$ cat config.mk
export PLATFORM = sky130hd
export DESIGN_NAME = dense_layer_engine
export DESIGN_NICKNAME = d
export VERILOG_FILES = /design/src/rtl/dense_layer_engine.sv
export SDC_FILE = /design/constraint.sdc
export NUM_CORES = 1
export LEC_CHECK = 0
export ABC_AREA = 1
export ABC_CLOCK_PERIOD_IN_PS = 18900
export CORE_UTILIZATION = 46
export DETAILED_ROUTE_END_ITERATION = 8
export HOLD_SLACK_MARGIN = 0.05
export PLACE_DENSITY = 0.71
export SLEW_MARGIN = 30
export SYNTH_ARGS = -nofsm -noshare
export SYNTH_HDL_FRONTEND = slang
export SYNTH_SLANG_ARGS = --single-unit
$ cat constraint.sdc
create_clock -name clk -period 18.9 [get_ports clk]
set_input_delay 3.78 -clock clk [delete_from_list [all_inputs] [get_ports clk]]
set_output_delay 3.78 -clock clk [all_outputs]
set_load 0.01 [all_outputs]
$ cat src/rtl/dense_layer_engine.sv
// Fully-connected layer engine acting as an Avalon-MM master.
// It streams packed signed weights and activations from SDRAM and accumulates
// one dot product per output node. The result is saturated to 16 bits, passed
// through an optional ReLU, and written to OUT_BASE + 2*node.
// Ports:
//   clk, reset_n        : clock, asynchronous active-low reset
//   ready, act_mode     : start request (level), lane mode (0 binary, 1 multiply)
//   waitrequest, readdatavalid, readdata : Avalon slave responses
//   chipselect, byteenable, read_n, write_n, address, writedata : Avalon master
//   done, busy, nodes_done, toHexLed : status ({8'h0, nodes_done, 4'h0, state})
module dense_layer_engine #(
  parameter int unsigned N_IN     = 784,
  parameter int unsigned N_OUT    = 200,
  parameter int unsigned WBITS    = 4,
  parameter int unsigned IN_BASE  = 300000,
  parameter int unsigned W_BASE   = 800,
  parameter int unsigned OUT_BASE = 400000,
  parameter int unsigned ACC_W    = 24,
  parameter bit          RELU_EN  = 1'b1
) (
  input  logic        clk,
  input  logic        reset_n,
  input  logic        ready,
  input  logic        act_mode,
  input  logic        waitrequest,
  input  logic        readdatavalid,
  input  logic [15:0] readdata,
  output logic        chipselect,
  output logic [1:0]  byteenable,
  output logic        read_n,
  output logic        write_n,
  output logic [31:0] address,
  output logic [15:0] writedata,
  output logic        done,
  output logic        busy,
  output logic [15:0] nodes_done,
  output logic [31:0] toHexLed
);

  localparam int unsigned WPACK = 16 / WBITS;
  localparam int unsigned WORDS = N_IN / WPACK;
  localparam logic signed [ACC_W-1:0] SAT_MAX = ACC_W'(32767);
  localparam logic signed [ACC_W-1:0] SAT_MIN = ACC_W'(-32768);

  typedef enum logic [3:0] {
    S_IDLE = 4'd0, S_RD_W = 4'd1, S_WT_W = 4'd2, S_RD_X = 4'd3, S_WT_X = 4'd4,
    S_MAC  = 4'd5, S_WR   = 4'd6, S_NEXT = 4'd7, S_DONE = 4'd8
  } state_t;

  state_t                   r_state;
  logic                     r_mode;
  logic [31:0]              r_w_idx;
  logic [31:0]              r_x_idx;
  logic [15:0]              r_node;
  logic signed [ACC_W-1:0]  r_acc;
  logic [15:0]              r_weight;
  logic [15:0]              r_act;
  logic                     r_read_n;
  logic                     r_write_n;
  logic [31:0]              r_address;
  logic [15:0]              r_writedata;
  logic                     r_done;
  logic                     r_busy;

  logic signed [ACC_W-1:0]  w_sum;
  logic signed [ACC_W-1:0]  w_wl;
  logic signed [ACC_W-1:0]  w_xl;
  logic signed [ACC_W-1:0]  w_acc_next;
  logic [15:0]              w_result;

  // Lane-wise contributions of the current word pair, then saturate/ReLU.
  always_comb begin
    w_sum = '0;
    w_wl  = '0;
    w_xl  = '0;
    for (int k = 0; k < int'(WPACK); k++) begin
      w_wl = {{(ACC_W-WBITS){r_weight[k*WBITS+WBITS-1]}}, r_weight[k*WBITS +: WBITS]};
      w_xl = {{(ACC_W-WBITS){r_act[k*WBITS+WBITS-1]}}, r_act[k*WBITS +: WBITS]};
      if (r_mode) begin
        w_sum = w_sum + w_wl * w_xl;
      end else if (r_act[k*WBITS]) begin
        w_sum = w_sum + w_wl;
      end
    end
    w_acc_next = r_acc + w_sum;
    if (RELU_EN && w_acc_next[ACC_W-1]) begin
      w_result = 16'h0000;
    end else if (w_acc_next > SAT_MAX) begin
      w_result = 16'h7FFF;
    end else if (w_acc_next < SAT_MIN) begin
      w_result = 16'h8000;
    end else begin
      w_result = w_acc_next[15:0];
    end
  end

  // Sequencer: bus strobes and address are set on entry to each bus state and
  // held until the slave drops waitrequest.
  always_ff @(posedge clk or negedge reset_n) begin
    if (!reset_n) begin
      r_state     <= S_IDLE;
      r_mode      <= 1'b0;
      r_w_idx     <= '0;
      r_x_idx     <= '0;
      r_node      <= '0;
      r_acc       <= '0;
      r_weight    <= '0;
      r_act       <= '0;
      r_read_n    <= 1'b1;
      r_write_n   <= 1'b1;
      r_address   <= '0;
      r_writedata <= '0;
      r_done      <= 1'b0;
      r_busy      <= 1'b0;
    end else begin
      case (r_state)
        S_IDLE: begin
          r_w_idx <= '0;
          r_x_idx <= '0;
          r_node  <= '0;
          r_acc   <= '0;
          if (ready) begin
            r_mode    <= act_mode;
            r_read_n  <= 1'b0;
            r_address <= 32'(W_BASE);
            r_busy    <= 1'b1;
            r_state   <= S_RD_W;
          end
        end
        S_RD_W: begin
          if (!waitrequest) begin
            r_read_n <= 1'b1;
            r_state  <= S_WT_W;
          end
        end
        S_WT_W: begin
          if (readdatavalid) begin
            r_weight  <= readdata;
            r_w_idx   <= r_w_idx + 32'd1;
            r_read_n  <= 1'b0;
            r_address <= 32'(IN_BASE) + (r_x_idx << 1);
            r_state   <= S_RD_X;
          end
        end
        S_RD_X: begin
          if (!waitrequest) begin
            r_read_n <= 1'b1;
            r_state  <= S_WT_X;
          end
        end
        S_WT_X: begin
          if (readdatavalid) begin
            r_act   <= readdata;
            r_x_idx <= r_x_idx + 32'd1;
            r_state <= S_MAC;
          end
        end
        S_MAC: begin
          r_acc <= w_acc_next;
          if (r_x_idx < WORDS) begin
            r_read_n  <= 1'b0;
            r_address <= 32'(W_BASE) + (r_w_idx << 1);
            r_state   <= S_RD_W;
          end else begin
            // Result is captured here so writedata is stable throughout WR.
            r_writedata <= w_result;
            r_write_n   <= 1'b0;
            r_address   <= 32'(OUT_BASE) + 32'({r_node, 1'b0});
            r_state     <= S_WR;
          end
        end
        S_WR: begin
          if (!waitrequest) begin
            r_write_n <= 1'b1;
            r_node    <= r_node + 16'd1;
            r_state   <= S_NEXT;
          end
        end
        S_NEXT: begin
          r_acc   <= '0;
          r_x_idx <= '0;
          if (r_node < 16'(N_OUT)) begin
            r_read_n  <= 1'b0;
            r_address <= 32'(W_BASE) + (r_w_idx << 1);
            r_state   <= S_RD_W;
          end else begin
            r_done  <= 1'b1;
            r_busy  <= 1'b0;
            r_state <= S_DONE;
          end
        end
        S_DONE: begin
          // No auto-restart: a new run needs ready to drop first.
          if (!ready) begin
            r_done  <= 1'b0;
            r_node  <= '0;
            r_w_idx <= '0;
            r_x_idx <= '0;
            r_acc   <= '0;
            r_state <= S_IDLE;
          end
        end
        default: r_state <= S_IDLE;
      endcase
    end
  end

  assign chipselect = 1'b1;
  assign byteenable = 2'b11;
  assign read_n     = r_read_n;
  assign write_n    = r_write_n;
  assign address    = r_address;
  assign writedata  = r_writedata;
  assign done       = r_done;
  assign busy       = r_busy;
  assign nodes_done = r_node;
  assign toHexLed   = {8'h00, r_node, 4'h0, r_state};

endmodule

==> results of run 1 <==
logic make-up (layout without fill, tap and decap cells):
logic type               Yosys count  count (layout)
AND/OR/NAND/NOR                 1372            1372
buffers and inverters            695             757
AO/OA/AOI/OAI                    652             652
adder cells (fa/ha/maj)          342             342
flip-flops                       191             191
XOR/XNOR                          69              69
other                              2              16
state kept, by name, indices dropped and copies added, names as in the netlist:
register and count:
r_acc 24, address 31, writedata 16, r_x_idx 32, busy 1, write_n 1
nodes_done 16, r_weight 16, r_act 16, r_state 4, done 1, r_w_idx 31
r_mode 1, read_n 1
per-layer routing:
layer	global-route usage	part of all wire	vias to the layer above	routed length [um]
li1	-	-	10870	-
met5	0	0	-	0
met1	0.3769	0.46	10267	30640
met3	0.03077	0.051	114	3387
met4	0.1031	0.038	0	2539
met2	0.4340	0.45	665	30340
cells in the mapped netlist (all sizes together) (2+ instances only):
library cell  count  area (sq um)
a22oi             4         30.03
a31oi            21         131.4
nand4            44         275.3
or2              25         156.4
a21oi           257          1286
a32o              3         30.03
o211a             2         20.02
conb              2         7.510
o41ai             2         17.52
o211ai           15         112.6
clkbuf           48         180.2
a211oi            6         45.04
nor2            261          1075
a21boi            4         30.03
clkinv            4         15.01
nand3b            7         52.55
o31ai             6         45.04
o311ai            2         17.52
inv             600          2252
buf              43         290.3
nand2           790          3020
o21ai           242          1215
dfrtp           189          4730
a31o              4         35.03
dfstp             2         52.55
o22ai            14         87.58
ha              216          2703
nand3           161         828.3
a22o             12         105.1
o21a             12         90.09
o221ai            9         78.83
xnor2            27         236.5
a21o             12         90.09
nor4             24         165.2
fa              126          2522
nor3             56         345.3
o21bai           15         112.6
xor2             42         367.9
a221oi            5         43.79
nor3b             2         15.01
stage by stage:
step	std cells	cell area, sq um
5_1_grt	4063	25180
3_3_place_gp	4031	24570
3_5_place_dp	4031	24570
6_report	4063	25180
2_1_floorplan	3337	23020
4_1_cts	4063	25170
critical path: cells and delay by family, from the launching register on:
family                     cells  cell delay [ns]
adders and majority gates     18             7.56
AOI/OAI and AO/OA             16             3.47
and+or+nand+nor               22             2.96
buffers and inverters         10             0.66
xor gates and xnor gates       1             0.51
DFF                            1             0.40
cell type report:
type                            instances  share of cell area
Inverter                              604             0.09005
Multi-Input combinational cell       2451              0.6160
Tap cell                              664             0.03300
Clock inverter                         14            0.006411
Sequential cell                       191              0.1900
Timing Repair Buffer                  121             0.04712
Clock buffer                           18             0.01744
worst paths after layout:
path / endpoint / slack (ns) / cells past startpoint
worst max-delay path: writedata[2] / 3.22 / 67
worst min-delay path: address[26] / 0.48 / 2
worst max register to register: writedata[2] / 3.22 / 67
worst min register to register: address[26] / 0.48 / 2
max in group asynchronous: r_weight[7] / 13.84 / 3
min in group asynchronous: r_x_idx[20] / 3.26 / 1
==> results.cfg, run 1 <==
[run_status]
status = finished, final reports clean

[clock_tree]
cts_setup_buffers = 0
clk_latency_ns = 0.48
cts_resized = 0
cts_tree = yes
htreeDepth = 4
cts_root_buf = clkbuf_16
numCtsBuffers = 17
clockBufferDepth = 2
clkTransAtPathRegs_ns = 0.09
postCtsHoldBufs = 0
numClockSinks = 191

[layout]
seqCellArea_sq_mm = 0.004783
final_cell_mix = 774 x nand2_1, 593 x inv_1, 257 x a21oi_1, 248 x nor2_1, 238 x o21ai_0
postLayoutCoreUtil = 0.5132
multi_input_area_sq_mm = 0.01551
area_delta_synth_final_pct = 9.592
antenna_cells = 0
nFillCells = 4999
layout-drive-gt1-share = 0.03795
nets = 3750
layout_commonest_cell = nand2_1

[yosys]
yosys.cell_types.count = 62
synthAdderAreaFrac = 0.2275
netlist_area_sq_mm = 0.02297
synth_simple_gate_area_share = 0.2588
ys_seq_area_frac = 0.2082
ys_async_sr_fraction = 1.000
muxShareOfSynthArea = 0
synthXorXnorAreaFrac = 0.02631
ys_ff_latch = 191
postSynthCellCount = 3323
synth_compound_area_frac = 0.1597
synth_ff_type = dfrtp_1
syn_avg_cell_area_sq_um = 6.913
synth_enable_flop_cells = 0
synth_top_family_by_area = simple AND/OR/NAND/NOR gates
yosys_warnings = 0

[critical_path]
startpoint_type = register
endpoint_kind = register
cp_common_cell = nand2_1
cp.arrival_ns = 16.06
path_class = reg -> reg
crit_fanout = 13
required_ns = 19.28
startpoint = r_act[3]
slowest_delay_ns = 0.57
crit_slowest_cell = fa_1
reg2reg_from = r_act[3]

[timing]
fmax_mhz = 63.76
hold_viol = 0
fin_hold_ws_ns = 0.4811
fin_ws_ns = 3.216
slew_headroom = 0.3487
rsz0062_at_grt = false
slew_violations = 0
worst_pin_slew_ns = 0.9734
setup_viol = 0
period_minus_slack_ns = 15.68
skew_ns = 0.01868
fin_setup_tns_ns = 0
period_share = 0.8298

[global_routing]
first_global_vias = 20606
overflow = 0
grt_antenna_before_repair = 0
grt_pass1_wl_um = 109200
grt_start_max_net_pins = 71
grt_usage = 0.2718

[route]
vias = 21916
drt_iter0_drc = 1880
first_pass_iters = 5
drt-vias-per-instance = 5.394
drc = 0
ant_nets = 0
routed_wl_um = 66910
wl_per_cell_um = 16.47

[floorplan]
die_w_um = 225.5
die_y_um = 225.5
ioPinCount = 125
row_count = 81
core-area_sq_mm = 0.04905
start_util = 0.4683
fp.dieArea_sq_mm = 0.05084

[hold_path]
hold_path_class = reg -> reg
hp-start = address[26]

[job]
max_cap_violations = 0

[placement]
gp_congestion = 0.9824
pre_cts_slack_ns = 3.325
port_buffers = 108
dp_hpwl_um = 54080
Power of run 1 is left out: the tool's default activity adds up to more than one toggle a clock period on the data nets, which glitch-free logic cannot reach.
==> run 2, diff against run 1 <==
- ABC_CLOCK_PERIOD_IN_PS: 18900 -> 15400
- clock period: 18.9 -> 15.4 ns (I/O delays scaled with it)
==> run 2 against run 1 <==
  * Hold slack better by 0.00099 ns
  * Global-route usage is 0.34 points higher
  * Die area stayed put
  * Wire length is 1.4% higher
  * Count of clock-buffer cells in the layout is 1 higher
  * Critical path depth is 1 lower
  * Critical path type unchanged
  * Largest cell class unchanged
  * Highest routed layer unchanged
==> results.cfg, run 2 (synthesized netlist as in run 1, its figures left out) <==
[layout]
layout_commonest_cell = nand2_1
nets = 3765
layout-drive-gt1-share = 0.04717
regMostFlops = r_x_idx
antenna_cells = 0
area_delta_synth_final_pct = 10.54
largest_register_ff_count = 32
nFillCells = 4909
final_cell_mix = 772 x nand2_1, 593 x inv_1, 251 x a21oi_1, 244 x nor2_1, 233 x o21ai_0
postLayoutCoreUtil = 0.5177

[floorplan]
die_w_um = 225.5
row_count = 81
core-area_sq_mm = 0.04905
start_util = 0.4683
fp.dieArea_sq_mm = 0.05084
ioPinCount = 125
die_y_um = 225.5

[critical_path]
r2r-end = writedata[14]
critPathTopFamily = adder cells
r2r.worst_path.cells = 66
crit_fanout = 13
required_ns = 15.80
slowest_delay_ns = 0.53
reg2reg_from = r_weight[0]
reg2reg_slack_ns = 0.87
cp.arrival_ns = 14.93
path_buf_inv = 8
endpoint_kind = register
crit_slowest_cell = fa_1
startpoint_type = register
path_class = reg -> reg
cp_common_cell = nand2_1

[placement]
gp_congestion = 0.9612
port_buffers = 108
dp_hpwl_um = 54660

[clock_tree]
cts_tree = yes
postCtsHoldBufs = 0
clkTransAtPathRegs_ns = 0.07
numCtsBuffers = 17
numClockSinks = 191
clockBufferDepth = 2
clk_latency_ns = 0.47
htreeDepth = 4
cts_root_buf = clkbuf_16

[route]
vias = 22019
wl_per_cell_um = 16.65
ant_nets = 0
drt-vias-per-instance = 5.401
drc = 0
drt_iter0_drc = 2069
first_pass_iters = 6
routed_wl_um = 67880

[timing]
fmax_mhz = 68.82
worst_pin_slew_ns = 0.9178
slew_violations = 0
hold_viol = 0
period_share = 0.9435
setup_viol = 0
period_minus_slack_ns = 14.53
slew_headroom = 0.3817
skew_ns = 0.01897
rsz0062_at_grt = false
fin_setup_tns_ns = 0

[global_routing]
grt_usage = 0.2752
grt_start_max_net_pins = 80
overflow = 0
grt_pass1_wl_um = 110700
first_global_vias = 21127
grt_antenna_before_repair = 0

[hold_path]
holdPathEnd = address[21]
hp-start = address[21]
hold_path_class = reg -> reg
holdPathStages = 2

[run_status]
status = finished, final reports clean

[job]
max_cap_violations = 0
[run 2: cell count changes in the layout (fill, tap and decap cells not counted), moves of 3 or more]
cell       previous run  this run
a21oi_1             257       251
a21oi_2               0         6
buf_4                12        28
bufinv_16             0         3
clkinv_8              4         0
nor2_1              248       244
o21ai_0             238       233
o21ai_1               3         7
[run 2: worst max path at each step]
stage | slack (ns) | cells after the start | end | start
6_report | 0.87 | 66 | writedata[14] | r_weight[0]
5_1_grt | 0.04 | 66 | writedata[4] | r_weight[0]
4_1_cts | 0.37 | 65 | writedata[14] | r_act[3]
3_5_place_dp | 0.39 | 65 | writedata[14] | r_act[3]
3_3_place_gp | 0.30 | 65 | writedata[9] | r_act[3]
2_1_floorplan | 1.97 | 68 | writedata[10] | r_act[3]
[run 2: timing repair]
action                                  CTS  global route
buffers inserted                          0             2
endpoints found under the hold margin     0             0
resized for setup                         0            28
endpoints found under the setup margin    0            15
[run 2: tightest hold or removal path: stages, from the launching register on]
cell and delay [ns]:
dfrtp_1 0.34, nand2_1 0.05, nand2_1 0.06
[run 2: through the flow]
| step | std cells | setup slack [ns] | instance area, sq um | hold WS, ns |
|---|---|---|---|---|
| global route | 4077 | 0.03949 | 25390 | 0.4975 |
| CTS | 4075 | 0.3732 | 25280 | 0.4862 |
| detailed placement | 4044 | 0.3910 | 24670 | 0.4645 |
| global placement | 4044 | 0.3036 | 24660 | 0.4640 |
| finish | 4077 | 0.8700 | 25390 | 0.4820 |
| floorplan | 3337 | 1.969 | 23020 | 0.4549 |
[run 2: area by class of cell]
class	count	area [sq um]	share of cell area
Inverter	604	2267	0.08928
Clock buffer	19	432.9	0.01705
Clock inverter	12	175.2	0.006898
Timing Repair Buffer	136	1295	0.05100
Multi-Input combinational cell	2451	15610	0.6147
Sequential cell	191	4782	0.1883
Tap cell	664	830.8	0.03272
[run 2: routing by layer]
metal  share of wire  up-vias  track usage
met5               0        -            0
met4           0.033        0       0.1016
met3           0.059      118      0.02751
met2            0.46      783       0.4455
met1            0.45    10214       0.3799
li1                -    10904            -
Power of run 2 is left out for the same reason.
